==> src/rtl/instr_encoder_if.sv <==
// Request and instruction-memory write bundle for instr_encoder.
// The slave modport is the encoder's view; the master modport is the
// view of whoever feeds requests and services the memory writes.
interface instr_encoder_if #(
    parameter int XLEN = 64
);
    logic            req_valid_i;
    logic            req_ready_o;
    logic [10:0]     req_op_i;
    logic [2:0]      req_fun3_i;
    logic [6:0]      req_fun7_i;
    logic [4:0]      req_rd_i;
    logic [4:0]      req_rs1_i;
    logic [4:0]      req_rs2_i;
    logic [XLEN-1:0] req_imme_i;
    logic            imem_we_o;
    logic [XLEN-1:0] imem_addr_o;
    logic [31:0]     imem_wdata_o;
    logic            imem_ready_i;

    modport slave (
        input  req_valid_i, req_op_i, req_fun3_i, req_fun7_i,
        input  req_rd_i, req_rs1_i, req_rs2_i, req_imme_i,
        output req_ready_o,
        output imem_we_o, imem_addr_o, imem_wdata_o,
        input  imem_ready_i
    );

    modport master (
        output req_valid_i, req_op_i, req_fun3_i, req_fun7_i,
        output req_rd_i, req_rs1_i, req_rs2_i, req_imme_i,
        input  req_ready_o,
        input  imem_we_o, imem_addr_o, imem_wdata_o,
        output imem_ready_i
    );
endinterface

==> src/rtl/instr_encoder.sv <==
// RV64I instruction encoder and instruction-memory writer.
// Decoded fields are packed into 32-bit words (one-hot opcode as in decode),
// queued in a small FIFO and written to consecutive memory addresses.
module instr_encoder #(
    parameter int XLEN  = 64,
    parameter int DEPTH = 4
) (
    input  logic            clk_i,
    input  logic            rst_n_i,
    input  logic            start_i,
    input  logic            stop_i,
    input  logic [XLEN-1:0] base_addr_i,
    output logic            done_o,
    output logic            err_o,
    output logic [15:0]     count_o,
    instr_encoder_if.slave  bus
);

    localparam int AW = (DEPTH > 1) ? $clog2(DEPTH) : 1;
    localparam logic [AW:0] FULL_CNT_C = (AW+1)'(DEPTH);

    localparam logic [6:0] OPC_BRANCH = 7'b1100011;
    localparam logic [6:0] OPC_JAL    = 7'b1101111;
    localparam logic [6:0] OPC_JALR   = 7'b1100111;
    localparam logic [6:0] OPC_STORE  = 7'b0100011;
    localparam logic [6:0] OPC_LOAD   = 7'b0000011;
    localparam logic [6:0] OPC_ALUR   = 7'b0110011;
    localparam logic [6:0] OPC_ALURW  = 7'b0111011;
    localparam logic [6:0] OPC_ALUI   = 7'b0010011;
    localparam logic [6:0] OPC_ALUIW  = 7'b0011011;
    localparam logic [6:0] OPC_LUI    = 7'b0110111;
    localparam logic [6:0] OPC_AUIPC  = 7'b0010111;

    typedef enum logic [1:0] {
        ST_IDLE  = 2'd0,
        ST_RUN   = 2'd1,
        ST_DRAIN = 2'd2
    } state_t;

    // True when exactly one opcode bit is set.
    function automatic logic is_onehot(input logic [10:0] op);
        return (op != 11'd0) && ((op & (op - 11'd1)) == 11'd0);
    endfunction

    // Pack decoded fields into an instruction word; op is assumed one-hot.
    function automatic logic [31:0] encode(
        input logic [10:0] op,
        input logic [2:0]  f3,
        input logic [6:0]  f7,
        input logic [4:0]  rd,
        input logic [4:0]  rs1,
        input logic [4:0]  rs2,
        input logic [31:0] imm
    );
        logic [31:0] w;
        logic [11:0] i_field;
        w       = 32'd0;
        i_field = imm[11:0];
        case (1'b1)
            op[0]:  w = {imm[12], imm[10:5], rs2, rs1, f3, imm[4:1], imm[11], OPC_BRANCH};
            op[1]:  w = {imm[20], imm[10:1], imm[11], imm[19:12], rd, OPC_JAL};
            op[2]:  w = {imm[11:0], rs1, f3, rd, OPC_JALR};
            op[3]:  w = {imm[11:5], rs2, rs1, f3, imm[4:0], OPC_STORE};
            op[4]:  w = {imm[11:0], rs1, f3, rd, OPC_LOAD};
            op[5]:  w = {f7, rs2, rs1, f3, rd, OPC_ALUR};
            op[6]:  w = {f7, rs2, rs1, f3, rd, OPC_ALURW};
            op[7]: begin
                // 64-bit shifts carry a 6-bit shamt under the upper funct bits
                if ((f3 == 3'b001) || (f3 == 3'b101)) begin
                    i_field = {f7[6:1], imm[5:0]};
                end else begin
                    i_field = imm[11:0];
                end
                w = {i_field, rs1, f3, rd, OPC_ALUI};
            end
            op[8]: begin
                // word shifts carry a 5-bit shamt under a full funct7
                if ((f3 == 3'b001) || (f3 == 3'b101)) begin
                    i_field = {f7, imm[4:0]};
                end else begin
                    i_field = imm[11:0];
                end
                w = {i_field, rs1, f3, rd, OPC_ALUIW};
            end
            op[9]:  w = {imm[31:12], rd, OPC_LUI};
            op[10]: w = {imm[31:12], rd, OPC_AUIPC};
            default: w = 32'd0;
        endcase
        return w;
    endfunction

    state_t          state_r;
    state_t          state_next_s;
    logic [31:0]     mem_r [DEPTH];
    logic [AW-1:0]   wr_ptr_r;
    logic [AW-1:0]   rd_ptr_r;
    logic [AW:0]     cnt_r;
    logic [AW:0]     cnt_next_s;
    logic [XLEN-1:0] addr_r;
    logic [15:0]     count_r;
    logic            err_r;
    logic            done_r;

    logic            fifo_empty_s;
    logic            fifo_full_s;
    logic            req_ready_s;
    logic            accept_s;
    logic            req_bad_s;
    logic            push_s;
    logic            pop_s;
    logic            we_s;
    logic [31:0]     enc_s;

    assign fifo_empty_s = (cnt_r == {(AW+1){1'b0}});
    assign fifo_full_s  = (cnt_r == FULL_CNT_C);
    assign req_ready_s  = (state_r == ST_RUN) && !fifo_full_s;
    assign we_s         = (state_r != ST_IDLE) && !fifo_empty_s;
    assign accept_s     = bus.req_valid_i && req_ready_s;
    // Branch and jal targets must be halfword aligned; the encoding drops imm[0].
    assign req_bad_s    = !is_onehot(bus.req_op_i) ||
                          ((bus.req_op_i[0] || bus.req_op_i[1]) && bus.req_imme_i[0]);
    assign push_s       = accept_s && !req_bad_s;
    assign pop_s        = we_s && bus.imem_ready_i;
    assign enc_s        = encode(bus.req_op_i, bus.req_fun3_i, bus.req_fun7_i,
                                 bus.req_rd_i, bus.req_rs1_i, bus.req_rs2_i,
                                 bus.req_imme_i[31:0]);

    assign bus.req_ready_o  = req_ready_s;
    assign bus.imem_we_o    = we_s;
    assign bus.imem_addr_o  = addr_r;
    assign bus.imem_wdata_o = mem_r[rd_ptr_r];
    assign done_o           = done_r;
    assign err_o            = err_r;
    assign count_o          = count_r;

    // FIFO occupancy after this cycle's push/pop.
    always_comb begin
        cnt_next_s = cnt_r;
        case ({push_s, pop_s})
            2'b10:   cnt_next_s = cnt_r + (AW+1)'(1);
            2'b01:   cnt_next_s = cnt_r - (AW+1)'(1);
            default: cnt_next_s = cnt_r;
        endcase
    end

    // Control FSM next-state: start wins in IDLE, stop drains, empty FIFO finishes.
    always_comb begin
        state_next_s = state_r;
        case (state_r)
            ST_IDLE: begin
                if (start_i) begin
                    state_next_s = ST_RUN;
                end else begin
                    state_next_s = ST_IDLE;
                end
            end
            ST_RUN: begin
                if (stop_i) begin
                    state_next_s = ST_DRAIN;
                end else begin
                    state_next_s = ST_RUN;
                end
            end
            ST_DRAIN: begin
                if (fifo_empty_s) begin
                    state_next_s = ST_IDLE;
                end else begin
                    state_next_s = ST_DRAIN;
                end
            end
            default: state_next_s = ST_IDLE;
        endcase
    end

    // State register plus done flag, raised for the single DRAIN-and-empty cycle.
    always_ff @(posedge clk_i or negedge rst_n_i) begin
        if (!rst_n_i) begin
            state_r <= ST_IDLE;
            done_r  <= 1'b0;
        end else begin
            state_r <= state_next_s;
            done_r  <= (state_next_s == ST_DRAIN) && (cnt_next_s == {(AW+1){1'b0}});
        end
    end

    // FIFO storage and pointers; contents are discarded on reset.
    always_ff @(posedge clk_i or negedge rst_n_i) begin
        if (!rst_n_i) begin
            for (int i = 0; i < DEPTH; i++) begin
                mem_r[i] <= 32'd0;
            end
            wr_ptr_r <= {AW{1'b0}};
            rd_ptr_r <= {AW{1'b0}};
            cnt_r    <= {(AW+1){1'b0}};
        end else begin
            if (push_s) begin
                mem_r[wr_ptr_r] <= enc_s;
                wr_ptr_r        <= wr_ptr_r + AW'(1);
            end else begin
                wr_ptr_r        <= wr_ptr_r;
            end
            if (pop_s) begin
                rd_ptr_r <= rd_ptr_r + AW'(1);
            end else begin
                rd_ptr_r <= rd_ptr_r;
            end
            cnt_r <= cnt_next_s;
        end
    end

    // Write address and word counter: loaded/cleared on start, advanced per transfer.
    always_ff @(posedge clk_i or negedge rst_n_i) begin
        if (!rst_n_i) begin
            addr_r  <= {XLEN{1'b0}};
            count_r <= 16'd0;
        end else if ((state_r == ST_IDLE) && start_i) begin
            addr_r  <= base_addr_i;
            count_r <= 16'd0;
        end else if (pop_s) begin
            addr_r  <= addr_r + XLEN'(4);
            count_r <= count_r + 16'd1;
        end else begin
            addr_r  <= addr_r;
            count_r <= count_r;
        end
    end

    // Sticky error for malformed accepted requests, cleared by the next start.
    always_ff @(posedge clk_i or negedge rst_n_i) begin
        if (!rst_n_i) begin
            err_r <= 1'b0;
        end else if ((state_r == ST_IDLE) && start_i) begin
            err_r <= 1'b0;
        end else if (accept_s && req_bad_s) begin
            err_r <= 1'b1;
        end else begin
            err_r <= err_r;
        end
    end

endmodule

==> src/flat_wrapper.sv <==
// flat-port wrapper written by rule: the top's interface ports become plain ports
module instr_encoder_flat 
#(
    parameter int XLEN  = 64,
    parameter int DEPTH = 4
)
  (clk_i, rst_n_i, start_i, stop_i, base_addr_i, done_o, err_o, count_o, bus_req_valid_i, bus_req_op_i, bus_req_fun3_i, bus_req_fun7_i, bus_req_rd_i, bus_req_rs1_i, bus_req_rs2_i, bus_req_imme_i, bus_req_ready_o, bus_imem_we_o, bus_imem_addr_o, bus_imem_wdata_o, bus_imem_ready_i);
  instr_encoder_if #(.XLEN(XLEN)) bus_i ();
  input  logic clk_i;
  input  logic rst_n_i;
  input  logic start_i;
  input  logic stop_i;
  input  logic [XLEN-1:0] base_addr_i;
  output logic done_o;
  output logic err_o;
  output logic [15:0] count_o;
  input wire logic [$bits(bus_i.req_valid_i)-1:0] bus_req_valid_i;
  input wire logic [$bits(bus_i.req_op_i)-1:0] bus_req_op_i;
  input wire logic [$bits(bus_i.req_fun3_i)-1:0] bus_req_fun3_i;
  input wire logic [$bits(bus_i.req_fun7_i)-1:0] bus_req_fun7_i;
  input wire logic [$bits(bus_i.req_rd_i)-1:0] bus_req_rd_i;
  input wire logic [$bits(bus_i.req_rs1_i)-1:0] bus_req_rs1_i;
  input wire logic [$bits(bus_i.req_rs2_i)-1:0] bus_req_rs2_i;
  input wire logic [$bits(bus_i.req_imme_i)-1:0] bus_req_imme_i;
  output wire logic [$bits(bus_i.req_ready_o)-1:0] bus_req_ready_o;
  output wire logic [$bits(bus_i.imem_we_o)-1:0] bus_imem_we_o;
  output wire logic [$bits(bus_i.imem_addr_o)-1:0] bus_imem_addr_o;
  output wire logic [$bits(bus_i.imem_wdata_o)-1:0] bus_imem_wdata_o;
  input wire logic [$bits(bus_i.imem_ready_i)-1:0] bus_imem_ready_i;
  assign bus_i.req_valid_i = bus_req_valid_i;
  assign bus_i.req_op_i = bus_req_op_i;
  assign bus_i.req_fun3_i = bus_req_fun3_i;
  assign bus_i.req_fun7_i = bus_req_fun7_i;
  assign bus_i.req_rd_i = bus_req_rd_i;
  assign bus_i.req_rs1_i = bus_req_rs1_i;
  assign bus_i.req_rs2_i = bus_req_rs2_i;
  assign bus_i.req_imme_i = bus_req_imme_i;
  assign bus_req_ready_o = bus_i.req_ready_o;
  assign bus_imem_we_o = bus_i.imem_we_o;
  assign bus_imem_addr_o = bus_i.imem_addr_o;
  assign bus_imem_wdata_o = bus_i.imem_wdata_o;
  assign bus_i.imem_ready_i = bus_imem_ready_i;
  instr_encoder #(.XLEN(XLEN), .DEPTH(DEPTH)) u_core (.clk_i(clk_i), .rst_n_i(rst_n_i), .start_i(start_i), .stop_i(stop_i), .base_addr_i(base_addr_i), .done_o(done_o), .err_o(err_o), .count_o(count_o), .bus(bus_i));
endmodule
==> config.mk <==
export PLATFORM = sky130hd
export DESIGN_NAME = instr_encoder_flat
export DESIGN_NICKNAME = d
export VERILOG_FILES = /design/src/rtl/instr_encoder_if.sv /design/src/rtl/instr_encoder.sv /design/src/flat_wrapper.sv
export SDC_FILE = /design/constraint.sdc
export NUM_CORES = 1
export LEC_CHECK = 0
export ABC_AREA = 1
export BUFFER_PORTS_ARGS = -buffer_cell sky130_fd_sc_hd__buf_4
export CAP_MARGIN = 25
export CORE_MARGIN = 2
export CORE_UTILIZATION = 35
export CTS_CLUSTER_DIAMETER = 100
export CTS_CLUSTER_SIZE = 14
export DETAILED_ROUTE_END_ITERATION = 10
export MAX_ROUTING_LAYER = met4
export PLACE_DENSITY = 0.66
export SLEW_MARGIN = 20
export SYNTH_ARGS = -nofsm -noshare
export SYNTH_HDL_FRONTEND = slang
export SYNTH_SLANG_ARGS = --single-unit
==> constraint.sdc <==
create_clock -name clk_i -period 3.2 [get_ports clk_i]
set_input_delay 0.48 -clock clk_i [delete_from_list [all_inputs] [get_ports clk_i]]
set_output_delay 0.48 -clock clk_i [all_outputs]
set_load 0.005 [all_outputs]
==> Word-level counts from Yosys, hierarchy flattened <==
Index checks and enable logic that the tools add are counted.
{ "totals": {"out_inout_bits": 116, "regBits": 219, "in_bits": 170, "elab_cells": 89} }
{ "op_classes": {"n_addsub": 7, "eq_ne": 8, "n_reduce_logical": 26, "n_lt_le_gt_ge": 3, "bitwise": 3, "n_mux": 30} }
{ "op_table": {"columns": ["cell", "n"], "rows": [
  ["2-to-1 mux 32 bit", 14],
  ["bitwise mux 128 bit", 1],
  ["2-to-1 mux 64 bit", 2],
  ["adder 64 x 3 -> 64 bit, second input constant", 1],
  ["binary-select mux 32 bit (select 2 bit)", 1],
  ["demux 32 bit (select 2 bit)", 1],
  ["2-to-1 mux 16 bit", 2],
  ["2-to-1 mux 12 bit", 2],
  ["adder 16 x 1 -> 16 bit, second input constant", 1],
  ["AND 11 bit", 1],
  ["logical AND 1 bit", 11],
  ["logical NOT 11 bit", 1],
  ["nonzero test 11 bit", 1],
  ["subtractor 11 x 1 -> 11 bit, second input constant", 1],
  ["== test 2 bit, second input constant", 3],
  ["== test 3 bit, second input constant", 2],
  ["greater-or-equal comparator 3 bit, second input constant", 2],
  ["logical NOT 3 bit", 2],
  ["NOT 2 -> 3 bit", 2],
  ["one-hot mux 2 bit (3 select lines)", 1],
  ["one-hot mux 3 bit (2 select lines)", 1],
  ["nonzero test 2 bit", 3],
  ["adder 2 x 1 -> 2 bit, second input constant", 2],
  ["== test 2 x 1 -> 1 bit, second input constant", 2],
  ["other kinds (9)", 17]
]} }

==> Longest topological paths before layout <==
Gate-level depths: netlist of the first run.
{ "logic_depth": {"depth_word": 13, "mapped_depth": 18, "ltp_nobuf": 17} }

==> Least setup slack after synthesis of the first run <==
OpenSTA, ideal clock, no wires.
{ "synth_path": {"path_type": "input -> register", "start": "input bus_req_op_i[9]", "end": "register u_core.done_r (netlist: u_core.done_o)", "stages": 17, "path_buffers": 1, "arrival_ns": 2.577, "setup_time_ns": 0.101, "required_time_ns": 3.099, "slack_ns": 0.522, "cell_sequence": "nor2_1 -> nand3_1 -> nor2_1 -> inv_2 -> nand2_1 -> nor2_1 -> nand3_1 -> nor2_1 -> buf_2 -> inv_1 -> ha_1 -> inv_1 -> fa_1 -> a21oi_1 -> o21ai_0 -> xor2_1 -> nor4_1"} }
{ "synth_between": {"elab_chain_cells": 12, "elab_cells_between_ends": 14, "cone_classes": "add/sub (1); eq/ne (2); mux (1); bitwise (1); reduce/logical (9)"} }
{ "synth_rtl": {"columns": ["element", "line", "rtl"], "rows": [
  ["from (decl)", "flat_wrapper.sv:18", "input wire logic [$bits(bus_i.req_op_i)-1:0] bus_req_op_i;"],
  ["subtractor 11 x 1 -> 11 bit", "instr_encoder.sv:42", "return (op != 11'd0) && ((op & (op - 11'd1)) == 11'd0);"],
  ["AND 11 bit", "instr_encoder.sv:42", null],
  ["logical NOT 11 bit", "instr_encoder.sv:42", null],
  ["logical AND 1 bit *", "instr_encoder.sv:42", null],
  ["logical NOT 1 bit *", "instr_encoder.sv:120", "assign req_bad_s = !is_onehot(bus.req_op_i) ||"],
  ["logical OR 1 bit *", "instr_encoder.sv:120", null],
  ["logical NOT 1 bit *", "instr_encoder.sv:122", "assign push_s = accept_s && !req_bad_s;"],
  ["logical AND 1 bit *", "instr_encoder.sv:122", null],
  ["== test 2 x 1 -> 1 bit or == test 2 bit (tied branches)", "instr_encoder.sv:139", "case ({push_s, pop_s})"],
  ["one-hot mux 3 bit (2 select lines) *", "instr_encoder.sv:139", null],
  ["via u_core.cnt_next_s[2]", "instr_encoder.sv:98", "logic [AW:0] cnt_next_s;"],
  ["logical NOT 3 bit *", "instr_encoder.sv:182", "done_r <= (state_next_s == ST_DRAIN) && (cnt_next_s == {(AW+1){1'b0}});"],
  ["logical AND 1 bit *", "instr_encoder.sv:182", null],
  ["to (signal assigned)", "instr_encoder.sv:182", null],
  ["to (decl)", "instr_encoder.sv:102", "logic done_r;"]
]} }
Mark *: on every way through the listed nets, which the timed path passes. The rest lies on a longest branch.
A chain may end at the register's enable or synchronous reset.

==> Worst setup path in the final report of the first run <==
{ "layout_path": {"start": "register u_core.rd_ptr_r[1]", "end": "output bus_imem_wdata_o[29]"} }
{ "layout_between": {"elab_chain_cells": 4} }
{ "layout_rtl": {"columns": ["element", "line", "rtl"], "rows": [
  ["from (decl)", "instr_encoder.sv:96", "logic [AW-1:0] rd_ptr_r;"],
  ["from (signal assigned)", "instr_encoder.sv:193", "rd_ptr_r <= {AW{1'b0}};"],
  ["from (signal assigned)", "instr_encoder.sv:203", "rd_ptr_r <= rd_ptr_r + AW'(1);"],
  ["from (signal assigned)", "instr_encoder.sv:205", "rd_ptr_r <= rd_ptr_r;"],
  ["NOT 2 -> 3 bit (not written as such)", "instr_encoder.sv:131", "assign bus.imem_wdata_o = mem_r[rd_ptr_r];"],
  ["binary-select mux 32 bit (select 2 bit)", "instr_encoder.sv:131", null],
  ["2-to-1 mux 32 bit (not written as such) (2 in a row)", "instr_encoder.sv:131", null],
  ["to (decl)", "flat_wrapper.sv:28", "output wire logic [$bits(bus_i.imem_wdata_o)-1:0] bus_imem_wdata_o;"]
]} }
No other way between the ends. The select of a mux whose other input is x is not followed.

==> flow_summary.rst, run 1 <==
.. list-table::
   :header-rows: 1

   * - Metric
     - Value
   * - Total clock buffers created by CTS
     - 19
   * - Reported max-cap violation count
     - 0
   * - Endpoint kind of the worst setup timing path
     - output pin
   * - Buffer count from post-CTS setup fixing
     - 0
   * - Run status
     - complete, no violations
   * - Antenna violations before repair
     - 0
   * - R2R setup slack
     - 470 ps
   * - Number of enable flip-flop cells after synthesis
     - 0
   * - Kind of start point of the critical path
     - flop
   * - Number of hold-slack violations in the final timing report
     - 0
   * - Worst setup path class
     - reg2out
   * - Hold path depth
     - 3
   * - Data arrival time at the worst-slack endpoint
     - roughly 2300 ps
   * - Proportion of power drawn by flip-flops and latches
     - roughly a third
   * - Starting Density
     - 35.2%
   * - Switching pwr
     - 0.00518 W
   * - Layout cells sized above 1
     - about 14%
   * - Routed len/inst
     - around 17 µm
   * - Critical Path Slowest Stage Cell
     - sky130_fd_sc_hd__buf_4
   * - Post-detail-place hpwl
     - 37.3 mm
   * - Maximum number of pins on one net before global-route repair
     - around 110
   * - Max Clk Rate
     - ~0.36 GHz
   * - Number of distinct library cell variants in the gate-level netlist after synthesis
     - 42
   * - Area growth from synthesis to layout
     - 20.5%
   * - Total nets after synthesis
     - about 2400
   * - Number of H-tree branching levels
     - 1
   * - Combinational power share
     - between 40% and 50%
   * - Vias
     - 15200
   * - Via density per instance
     - around 5
   * - Ys Warns
     - 0
   * - Startpoint of the tightest hold check path
     - base_addr_i[1]
   * - Synth area leaders
     - sky130_fd_sc_hd__dfrtp_1 38%, sky130_fd_sc_hd__nand2_1 17%, sky130_fd_sc_hd__inv_1 9.7%, sky130_fd_sc_hd__nand4_1 7.1%, sky130_fd_sc_hd__nor2_1 6.0%
   * - Clk pin slew, worst setup/hold paths
     - ~70 ps
   * - Diodes inserted
     - 0
   * - PortBufs
     - about 250
   * - DRC violations left
     - 0
   * - Fillers
     - 4284
   * - CP bufs+invs
     - 3
   * - Number of iterations in the first detailed-routing pass
     - 6
   * - Footprint of the multi-input gates
     - 0.00703 mm²
   * - Top FF cell, synth
     - sky130_fd_sc_hd__dfrtp_1
   * - Final core utilization
     - around 42%
   * - Post-synthesis sequential area ratio
     - about 38%
   * - Share of Yosys cell area claimed by the top area cell type
     - a little under two fifths
   * - CP required
     - ~2700 ps
   * - Netlist area before placement
     - approximately 0.014 mm²
   * - First-pass GRT wire length
     - 79.9 mm
   * - Sequential cell area in the final layout
     - between 0.005 and 0.006 mm²
   * - Length in cells of the worst reg-to-reg path
     - 9
   * - Shortest clock period the worst path allows after layout
     - 2760 ps
   * - Horizontal extent of the die
     - about 210 µm
   * - Maximum fanout along the worst path
     - between 50 and 60
   * - Cell chain of the critical path
     - inv_1, buf_4, o21ai_0, a21oi_1, a21oi_1, buf_4
   * - Reg-to-reg endpoint
     - u_core.mem_r[108]
   * - Power per Cell Area
     - approximately 670 mW/mm²
   * - CTS tree
     - yes
   * - Leakage
     - 8.93 nW
   * - Setup-failing EPs final
     - 0
   * - Final RePlAce weighted congestion
     - 0.947
   * - Clock sink total
     - between 200 and 250
   * - Die outline height
     - about 210 µm
   * - Highest cell delay on the worst timing path
     - 550 ps
   * - Fraction of registers with async set/reset
     - 100%
   * - Clock network fraction of design power
     - 18.4%
   * - Count of mapped cells out of synthesis
     - approximately 2200
   * - Worst flop-to-flop path startpoint
     - u_core.state_r[1]
   * - Std-Cell Rows
     - 74
   * - Transition time at the pin with the least slew margin
     - 743 ps
   * - Dominant cell type by area after synthesis
     - sky130_fd_sc_hd__dfrtp_1
   * - Wire length reported by the detailed router
     - approximately 52 mm
   * - Number of violations reported at the end of detailed-routing iteration 0
     - around 1300
   * - Clock tree root driver cell
     - sky130_fd_sc_hd__clkbuf_16
   * - Post-Syn Area per Cell
     - ~6.5 µm²
   * - Internal power of the cells
     - 0.00636 W
   * - Portion of the clock cycle consumed by the worst path in the final layout
     - between 80% and 90%
   * - Worst VDD drop
     - approximately 0.00040 V
   * - Largest buffer count on any clock path
     - 3
   * - Most common library cell in the layout ignoring fill and taps
     - sky130_fd_sc_hd__nand2_1
   * - Number of global-route vias before repair
     - 14400
   * - Switching fraction of total power
     - approximately 45%
   * - WHS Endpoint
     - u_core.bus.imem_addr_o[1]
   * - Unrepaired setup endpoints after global routing
     - no
   * - Total GRT Usage
     - 24.6%
   * - Standard cell core area
     - just over 0.04 mm²
   * - Remaining antenna violation count
     - 0
   * - Residual overflow from global routing
     - 0
   * - Worst hold-check path type
     - in2reg
   * - Worst rel slew slack
     - between 50% and 60%
   * - Die area
     - about 0.043 mm²
   * - Most used cells in the layout excluding fill and tap cells
     - 644 x sky130_fd_sc_hd__nand2_1, 370 x sky130_fd_sc_hd__inv_1, 285 x sky130_fd_sc_hd__buf_4
   * - Family with the most delay on the worst path
     - buffers and inverters
   * - Total of flip-flops plus latches after synthesis
     - 215
   * - Post-route setup TNS
     - 0 ps
   * - Nets
     - between 2000 and 3000
   * - Final-report max-slew violation count
     - 0
   * - Number of top-level pins
     - between 200 and 300
   * - Setup Skew
     - between 10 and 15 ps
   * - Clock latency on the worst-skew pair
     - 510 ps
-- power by group through the flow --
stage,clock network (W),registers (W),logic [W]
6_report,0.00212,0.00398,0.00544
5_1_grt,0.00228,0.00403,0.00605
4_1_cts,0.00218,0.00395,0.00546
3_5_place_dp,0,0.00399,0.00545
3_3_place_gp,0,0.00400,0.00537
2_1_floorplan,0,0.00376,0.00297
-- registers in the layout (all words and copies together), names as in the netlist --
register                flops
u_core.rd_ptr_r             2
u_core.err_o                1
u_core.wr_ptr_r             2
u_core.bus.imem_addr_o     64
u_core.state_r              2
u_core.cnt_r                3
u_core.done_o               1
u_core.mem_r              124
u_core.count_o             16
-- worst register-to-register path, stage by stage (launching register included) --
cell	delay (ps)
sky130_fd_sc_hd__dfrtp_1	390
sky130_fd_sc_hd__inv_1	80
sky130_fd_sc_hd__nand2_1	90
sky130_fd_sc_hd__a31oi_1	310
sky130_fd_sc_hd__and2_4	230
sky130_fd_sc_hd__buf_4	450
sky130_fd_sc_hd__buf_4	730
sky130_fd_sc_hd__nand4_1	200
sky130_fd_sc_hd__nand2_1	110
sky130_fd_sc_hd__inv_1	40
-- synth_stat cells (7+ instances only) --
cell type                    n
sky130_fd_sc_hd__o21ai_0   114
sky130_fd_sc_hd__inv_1     371
sky130_fd_sc_hd__buf_2      14
sky130_fd_sc_hd__clkbuf_1   66
sky130_fd_sc_hd__nand4_1   162
sky130_fd_sc_hd__nand3_1   117
sky130_fd_sc_hd__ha_1        7
sky130_fd_sc_hd__buf_1      11
sky130_fd_sc_hd__nand2_1   645
sky130_fd_sc_hd__nor2_1    230
sky130_fd_sc_hd__nor3_1     29
sky130_fd_sc_hd__a21oi_1   122
sky130_fd_sc_hd__o22ai_1    12
sky130_fd_sc_hd__xnor2_1     7
sky130_fd_sc_hd__dfrtp_1   215
sky130_fd_sc_hd__buf_6      12
sky130_fd_sc_hd__a211oi_1    8
sky130_fd_sc_hd__inv_2       8
sky130_fd_sc_hd__xor2_1     17
-- area by class of cell --
cell class | count | area share [%]
clock inverter | 2 | 0.116
inverter | 381 | 8.28
sequential | 215 | 31.2
tap | 532 | 3.86
multi-input combinational | 1520 | 40.7
clock buffer | 19 | 2.75
timing repair buffer | 292 | 13.1
-- what timing repair did --
| action | in CTS | in global routing |
|---|---|---|
| hold endpoints to repair | 54 | 0 |
| gates resized for setup | 0 | 0 |
| hold buffers | 1 | 0 |
-- through the flow --
step	hold WS [ps]	power [W]	std cells	cell area (µm²)	setup slack (ps)
final	160	0.0115	2961	17300	440
after global routing	155	0.0124	2961	17300	246
after CTS	140	0.0116	2961	17300	459
after detailed placement	442	0.00943	2939	16800	208
after global placement	430	0.00937	2939	16800	260
after floorplan	184	0.00673	2220	14300	522
-- metal layers --
layer | wire (µm) | up-vias | track usage [%]
li1 | - | 7450 | -
met2 | 23800 | 561 | 38.8
met1 | 22700 | 7098 | 33.0
met5 | 0 | - | -
met4 | 1930 | 0 | 8.44
met3 | 3230 | 95 | 2.73
-- cells by family (layout without fill, tap and decap cells) --
group | count (synthesis) | after routing | synth area share, %
AO/OA/AOI/OAI | 277 | 277 | 10.2
XOR/XNOR | 24 | 24 | 1.47
adder cells (fa/ha/maj) | 8 | 8 | 0.751
buffers and inverters | 485 | 694 | 13.5
flip-flops | 215 | 215 | 37.6
AND/OR/NAND/NOR | 1211 | 1211 | 36.5
-- worst max path at each step --
stage	end	cells past startpoint	slack, ps	from
floorplan	u_core.done_o	17	520	bus_req_op_i[9]
global route	u_core.mem_r[108]	9	250	u_core.state_r[1]
detailed placement	u_core.done_o	14	210	bus_req_op_i[4]
global placement	u_core.done_o	19	260	bus_req_op_i[0]
finish	bus_imem_wdata_o[29]	6	440	u_core.rd_ptr_r[1]
CTS	bus_imem_wdata_o[29]	6	460	u_core.rd_ptr_r[1]
(Power assumes the default switching activity.)
==> run 2, diff against run 1 <==
ABC_AREA = default   (was 1)
PLACE_DENSITY = 0.68   (was 0.66)
==> run 2 against run 1 <==
Compared with the run above:
- maximum frequency rose by 0.10%
- non-clock buffer count fell by 12
- design area fell by 19%
- critical path depth rose by 6
==> flow_summary.rst, run 2 <==
.. list-table::
   :header-rows: 1

   * - Metric
     - Value
   * - Number of hold-slack violations in the final timing report
     - 0
   * - Worst setup path class
     - reg2reg
   * - List of most frequent post-synthesis cells
     - 215 x sky130_fd_sc_hd__dfrtp_1, 121 x sky130_fd_sc_hd__nand2_1, 93 x sky130_fd_sc_hd__mux2_2
   * - Wire length reported by the detailed router
     - around 30 mm
   * - Setup Skew
     - about 18 ps
   * - DRC violations left
     - 0
   * - Clock sink total
     - around 220
   * - Setup-failing EPs final
     - 0
   * - Remaining antenna violation count
     - 0
   * - Count of mapped cells out of synthesis
     - between 1000 and 1500
   * - Std-Cell Rows
     - 64
   * - Run status
     - complete, no violations
   * - Diodes inserted
     - 0
   * - Number of iterations in the first detailed-routing pass
     - 7
   * - Leakage
     - ~6.6 nW
   * - Maximum fanout along the worst path
     - 8
   * - Buffer count from post-CTS setup fixing
     - 0
   * - Shortest clock period the worst path allows after layout
     - 2760 ps
   * - Worst rel slew slack
     - between 40% and 50%
   * - Transition time at the pin with the least slew margin
     - about 860 ps
   * - Post-Syn Area per Cell
     - between 10 and 15 µm²
   * - Routed len/inst
     - between 15 and 20 µm
   * - Most common library cell in the layout ignoring fill and taps
     - sky130_fd_sc_hd__buf_4
   * - Area growth from synthesis to layout
     - 27.0%
   * - Total non-filler cell area in the finished layout
     - 0.0140 mm²
   * - Number of hold buffers added after cts
     - 0
   * - Share of Yosys cell area claimed by the top area cell type
     - about half
   * - Largest buffer count on any clock path
     - 3
   * - Reported max-cap violation count
     - 0
   * - Max Clk Rate
     - between 0.3 and 0.4 GHz
   * - Die outline height
     - around 180 µm
   * - Total nets after synthesis
     - roughly 1200
   * - Total of flip-flops plus latches after synthesis
     - between 200 and 250
   * - Horizontal extent of the die
     - between 150 and 200 µm
   * - Area of placed instances
     - roughly 0.013 mm²
   * - PortBufs
     - ~250
   * - Number of top-level pins
     - about 290
   * - Final-report max-slew violation count
     - 0
   * - Largest register FFs
     - approximately 120
   * - Post-route setup TNS
     - 0 ps
   * - Antenna violations before repair
     - 0
   * - Post-detail-place hpwl
     - between 20 and 25 mm
   * - Clk pin slew, worst setup/hold paths
     - 80 ps
   * - Portion of the clock cycle consumed by the worst path in the final layout
     - about 86%
   * - Number of enable flip-flop cells after synthesis
     - 0
   * - Total GRT Usage
     - a little under a fifth
   * - Clock tree root driver cell
     - sky130_fd_sc_hd__clkbuf_16
   * - First-pass GRT wire length
     - about 50 mm
   * - Instance count after placement with tap cells included
     - between 1500 and 2000
   * - R2R setup slack
     - between 400 and 500 ps
   * - Fraction of registers with async set/reset
     - 100%
   * - Nets
     - about 1400
   * - Standard cell core area
     - 0.0308 mm²
   * - CTS tree
     - yes
   * - Vias
     - 8647
   * - Most used cells in the layout excluding fill and tap cells
     - 272 x sky130_fd_sc_hd__buf_4, 214 x sky130_fd_sc_hd__dfrtp_1, 121 x sky130_fd_sc_hd__nand2_1
   * - Layout cells sized above 1
     - a little over a third
   * - Worst Slack Setup Final
     - ~440 ps
   * - Kind of start point of the critical path
     - flop
   * - Number of global-route vias before repair
     - roughly 9000
   * - Netlist area before placement
     - about 0.011 mm²
   * - Number of H-tree branching levels
     - 1
   * - Resize count post-CTS
     - 0
   * - Final RePlAce weighted congestion
     - roughly 0.89
   * - Unrepaired setup endpoints after global routing
     - no
   * - Die area
     - 0.0329 mm²
   * - CP required
     - 3590 ps
   * - Data arrival time at the worst-slack endpoint
     - 3150 ps
   * - Fillers
     - 2883
   * - Power per Cell Area
     - between 600 and 700 mW/mm²
   * - Top FF cell, synth
     - sky130_fd_sc_hd__dfrtp_1
   * - Endpoint kind of the worst setup timing path
     - flop
   * - Worst hold-check path type
     - in2async
   * - Clock latency on the worst-skew pair
     - 510 ps
   * - Finished Layout Cells
     - between 1500 and 2000
   * - Post-synthesis sequential area ratio
     - between 40% and 50%
   * - Number of distinct library cell variants in the gate-level netlist after synthesis
     - ~60
   * - Via density per instance
     - around 5.2
   * - Largest reg by FF count
     - u_core.mem_r
   * - Synth area leaders
     - sky130_fd_sc_hd__dfrtp_1 49%, sky130_fd_sc_hd__mux2_2 9.5%, sky130_fd_sc_hd__mux4_2 6.3%, sky130_fd_sc_hd__xnor2_1 4.3%, sky130_fd_sc_hd__nand2_1 4.1%
   * - Total clock buffers created by CTS
     - 19
   * - Number of violations reported at the end of detailed-routing iteration 0
     - approximately 400
   * - Starting Density
     - between 30% and 40%
   * - Ys Warns
     - 0
   * - Dominant cell type by area after synthesis
     - sky130_fd_sc_hd__dfrtp_1
   * - Residual overflow from global routing
     - 0
   * - Pre-CTS setup slack
     - about 170 ps
   * - Most common cell in the netlist
     - sky130_fd_sc_hd__dfrtp_1
   * - Worst VDD drop
     - a little under 0.0006 V
   * - Maximum number of pins on one net before global-route repair
     - 85
-- run 2: cell types whose count changed after synthesis, sizes merged, moves of 31 or more --
cell    previous run  this run
inv              379        24
a21oi            122        21
clkbuf            66        35
nor2             238        52
xnor2              7        54
nand2            649       121
mux4               0        31
nand3            118        26
mux2               0       116
nand4            162        27
-- run 2: metal layers --
layer	wire (µm)	global-route usage (%)	share of wire [%]	up-vias
li1	-	-	-	4083
met1	13100	24.1	43	4251
met2	14300	30.8	47	285
met3	2320	4.95	7.7	28
met4	490	3.41	1.6	0
met5	0	-	0	-
-- run 2: logic make-up (layout without fill, tap and decap cells) --
kind of cell    count (synthesis)  in the layout  synth area share [%]
xor+xnor                       79             79                  6.28
mux                           149            149                  18.4
buf+inv                        76            326                  2.79
compound gates                146            146                  7.67
simple gates                  332            332                  15.1
fa+ha+maj                       8              8                 0.977
flops                         215            215                  48.8
-- run 2: area by class of cell --
| class | instances | area, µm² | area share [%] |
|---|---|---|---|
| inverter | 24 | 90.1 | 0.644 |
| clock buffer | 20 | 479 | 3.42 |
| timing repair buffer | 280 | 2200 | 15.7 |
| multi-input combinational | 714 | 5330 | 38.1 |
| tap | 396 | 495 | 3.54 |
| sequential | 215 | 5380 | 38.5 |
| clock inverter | 2 | 20.0 | 0.143 |
-- run 2: critical path: stages, from the launching register on --
cell and delay [ps]:
sky130_fd_sc_hd__dfrtp_1 470, sky130_fd_sc_hd__inv_1 60, sky130_fd_sc_hd__a311oi_1 300, sky130_fd_sc_hd__and2_1 330
sky130_fd_sc_hd__and3_1 290, sky130_fd_sc_hd__inv_1 80, sky130_fd_sc_hd__ha_1 210, sky130_fd_sc_hd__inv_1 70
sky130_fd_sc_hd__fa_1 390, sky130_fd_sc_hd__o21ai_0 240, sky130_fd_sc_hd__nor3_1 70, sky130_fd_sc_hd__nand2_1 80
sky130_fd_sc_hd__nor2_1 40
-- run 2: metrics by stage --
step	hold slack (ps)	util, %	total power [W]
global placement	447	43.8	0.00656
detailed placement	450	43.8	0.00659
finish	18.0	45.4	0.00860
floorplan	184	-	0.00514
CTS	33.0	45.4	0.00872
global route	67.3	45.4	0.00918
-- run 2: power by group --
| group | internal, W | switching, W |
|---|---|---|
| clock | 0.00107 | 0.00102 |
| combinational | 0.00137 | 0.00131 |
| sequential | 0.00318 | 0.000653 |
-- run 2: path summary, 6_finish.rpt --
path | startpoint | endpoint | cells past startpoint
worst max-delay path | u_core.state_r[0] | u_core.done_o | 12
worst min-delay path | rst_n_i | u_core.mem_r[111] | 1
worst max register to register | u_core.state_r[0] | u_core.done_o | 12
worst min register to register | u_core.mem_r[1] | u_core.mem_r[1] | 1
max in group asynchronous | rst_n_i | u_core.mem_r[62] | 2
min in group clk_i | base_addr_i[1] | u_core.bus.imem_addr_o[1] | 3
==> run 3, diff against run 2 <==
PLACE_DENSITY = 0.65   (was 0.68)
==> run 3 against run 2 <==
Compared with the run above:
- first-iteration DRC count is 9.0% higher
- clock skew is 2.3 ps lower
- non-clock buffer count is 4 higher
- count of clock-buffer cells in the layout is 1 higher
- design area is 0.32% higher
- register-to-register slack worse by 20 ps
==> flow_summary.rst, run 3 (same netlist as run 2, synthesis figures left out) <==
.. list-table::
   :header-rows: 1

   * - Metric
     - Value
   * - Run status
     - complete, no violations
   * - Max Clk Rate
     - 0.360 GHz
   * - Maximum fanout along the worst path
     - 8
   * - CTS tree
     - yes
   * - Number of violations reported at the end of detailed-routing iteration 0
     - approximately 440
   * - Worst Slack Setup Final
     - ~430 ps
   * - Cell chain of the critical path
     - inv_1, a311oi_1, and2_1, and3_1, inv_1, ha_1, inv_1, fa_1, o21ai_0, nor3_1, nand2_1, nor2_1
   * - Setup-failing EPs final
     - 0
   * - Area growth from synthesis to layout
     - 27.4%
   * - Endpoint kind of the worst setup timing path
     - flop
   * - Starting Density
     - a little over a third
   * - Worst setup path class
     - reg2reg
   * - Finished Layout Cells
     - 1656
   * - PortBufs
     - 253
   * - Post-route setup TNS
     - 0 ps
   * - CP bufs+invs
     - 3
   * - Reported max-cap violation count
     - 0
   * - Diodes inserted
     - 0
   * - Total power
     - slightly below 0.009 W
   * - Unrepaired setup endpoints after global routing
     - no
   * - Number of global-route vias before repair
     - roughly 9000
   * - Critical path startpoint
     - u_core.state_r[0]
   * - Largest reg by FF count
     - u_core.mem_r
   * - Startpoint of the tightest hold check path
     - base_addr_i[27]
   * - Largest buffer count on any clock path
     - 3
   * - Post-detail-place hpwl
     - around 22 mm
   * - Most used cells in the layout excluding fill and tap cells
     - 275 x sky130_fd_sc_hd__buf_4, 214 x sky130_fd_sc_hd__dfrtp_1, 121 x sky130_fd_sc_hd__nand2_1
   * - Crit-path most repeated cell
     - sky130_fd_sc_hd__inv_1
   * - Number of top-level pins
     - 286
   * - Via density per instance
     - 5.19
   * - Instance count after placement with tap cells included
     - approximately 1600
   * - Highest cell delay on the worst timing path
     - ~460 ps
   * - Standard cell core area
     - just over 0.03 mm²
   * - Setup Skew
     - between 15 and 20 ps
   * - Std-Cell Rows
     - 64
   * - Vias
     - approximately 8600
   * - Family with the most delay on the worst path
     - simple AND/OR/NAND/NOR gates
   * - Total non-filler cell area in the finished layout
     - 0.0140 mm²
   * - Data arrival time at the worst-slack endpoint
     - ~3200 ps
   * - Power per Cell Area
     - 618 mW/mm²
   * - Final RePlAce weighted congestion
     - just under 0.9
   * - Footprint of the multi-input gates
     - 0.00533 mm²
   * - Kind of start point of the critical path
     - flop
   * - Shortest clock period the worst path allows after layout
     - between 2000 and 3000 ps
   * - Worst flop-to-flop path startpoint
     - u_core.state_r[0]
   * - Layout cells sized above 1
     - between 30% and 40%
   * - Critical Path Slowest Stage Cell
     - sky130_fd_sc_hd__dfrtp_1
   * - Leakage
     - around 6.6 nW
   * - Clock latency on the worst-skew pair
     - 510 ps
   * - Routed len/inst
     - about 19 µm
   * - Sequential cell area in the final layout
     - around 0.0054 mm²
   * - Most common library cell in the layout ignoring fill and taps
     - sky130_fd_sc_hd__buf_4
   * - Horizontal extent of the die
     - approximately 180 µm
   * - Maximum number of pins on one net before global-route repair
     - 62
   * - Largest register FFs
     - ~120
   * - CP required
     - approximately 3600 ps
   * - Number of H-tree branching levels
     - 1
   * - Nets
     - ~1400
   * - Residual overflow from global routing
     - 0
   * - DRC violations left
     - 0
   * - Clock tree root driver cell
     - sky130_fd_sc_hd__clkbuf_16
   * - Clock sink total
     - around 220
   * - Final-report max-slew violation count
     - 0
   * - Total GRT Usage
     - 19.2%
   * - Portion of the clock cycle consumed by the worst path in the final layout
     - 86.7%
   * - Worst hold-check path type
     - in2reg
   * - Total clock buffers created by CTS
     - 19
   * - Remaining antenna violation count
     - 0
   * - Number of iterations in the first detailed-routing pass
     - 6
   * - Area of placed instances
     - around 0.014 mm²
   * - Clk pin slew, worst setup/hold paths
     - roughly 70 ps
   * - Die area
     - 0.0329 mm²
   * - Antenna violations before repair
     - 0
   * - Worst VDD drop
     - 0.000461 V
   * - Wire length reported by the detailed router
     - between 30 and 40 mm
   * - Fillers
     - ~2900
   * - Worst rel slew slack
     - 41.3%
   * - Die outline height
     - between 150 and 200 µm
   * - First-pass GRT wire length
     - a little under 50 mm
   * - Number of hold-slack violations in the final timing report
     - 0
   * - Pre-CTS setup slack
     - 162 ps
   * - Transition time at the pin with the least slew margin
     - around 870 ps
run 3: cell count changes in the layout (fill, tap and decap cells not counted), sizes merged:
cell,delta
buf,+4
dlygate4sd3,+1
run 3: worst reg2reg max path, stage by stage (launching register included):
cell,delay (ps)
sky130_fd_sc_hd__dfrtp_1,460
sky130_fd_sc_hd__inv_1,60
sky130_fd_sc_hd__a311oi_1,350
sky130_fd_sc_hd__and2_1,310
sky130_fd_sc_hd__and3_1,290
sky130_fd_sc_hd__inv_1,70
sky130_fd_sc_hd__ha_1,200
sky130_fd_sc_hd__inv_1,70
sky130_fd_sc_hd__fa_1,400
sky130_fd_sc_hd__o21ai_0,250
sky130_fd_sc_hd__nor3_1,80
sky130_fd_sc_hd__nand2_1,80
sky130_fd_sc_hd__nor2_1,40
run 3: path summary, 6_finish.rpt:
path                                                   end  slack, ps  depth (start not counted)
worst min-delay path            u_core.bus.imem_addr_o[27]        170                          3
worst min register to register            u_core.mem_r[65]        470                          1
worst max-delay path                         u_core.done_o        430                         12
worst max register to register               u_core.done_o        430                         12
min in group asynchronous                 u_core.mem_r[81]        500                          2
max in group asynchronous                u_core.mem_r[106]       1920                          3
run 3: routing by layer:
layer | wire, µm | GRT usage, % | vias up
met5 | 0 | - | -
met4 | 710 | 4.55 | 0
met3 | 2390 | 5.01 | 39
met2 | 14300 | 30.5 | 280
met1 | 13300 | 24.6 | 4204
li1 | - | - | 4076
run 3: timing repair:
item                                    4_1_cts  5_1_grt
gates resized for setup                       0        0
setup buffers                                 0        0
hold endpoints to repair                     57        0
endpoints found under the setup margin        0        0
hold buffers                                  1        0
run 3: final cells by class:
class	instances	share of cell area, %
Tap cell	396	3.53
Clock buffer	21	3.51
Inverter	24	0.642
Clock inverter	2	0.125
Timing Repair Buffer	284	15.9
Multi-Input combinational cell	714	38.0
Sequential cell	215	38.3
run 3: power breakdown:
group          internal, W  leakage, nW  total (W)  switching, W
Sequential         0.00318         2.86    0.00386      0.000678
Combinational      0.00138         3.49    0.00271       0.00132
Clock              0.00109        0.252    0.00211       0.00102
Total              0.00565         6.60    0.00867       0.00302
run 3: metrics by stage:
step                util [%]  hold WS [ps]
global route            45.5           171
finish                  45.5           168
global placement        43.9           445
detailed placement      43.9           448
CTS                     45.5           149
floorplan                  -           184
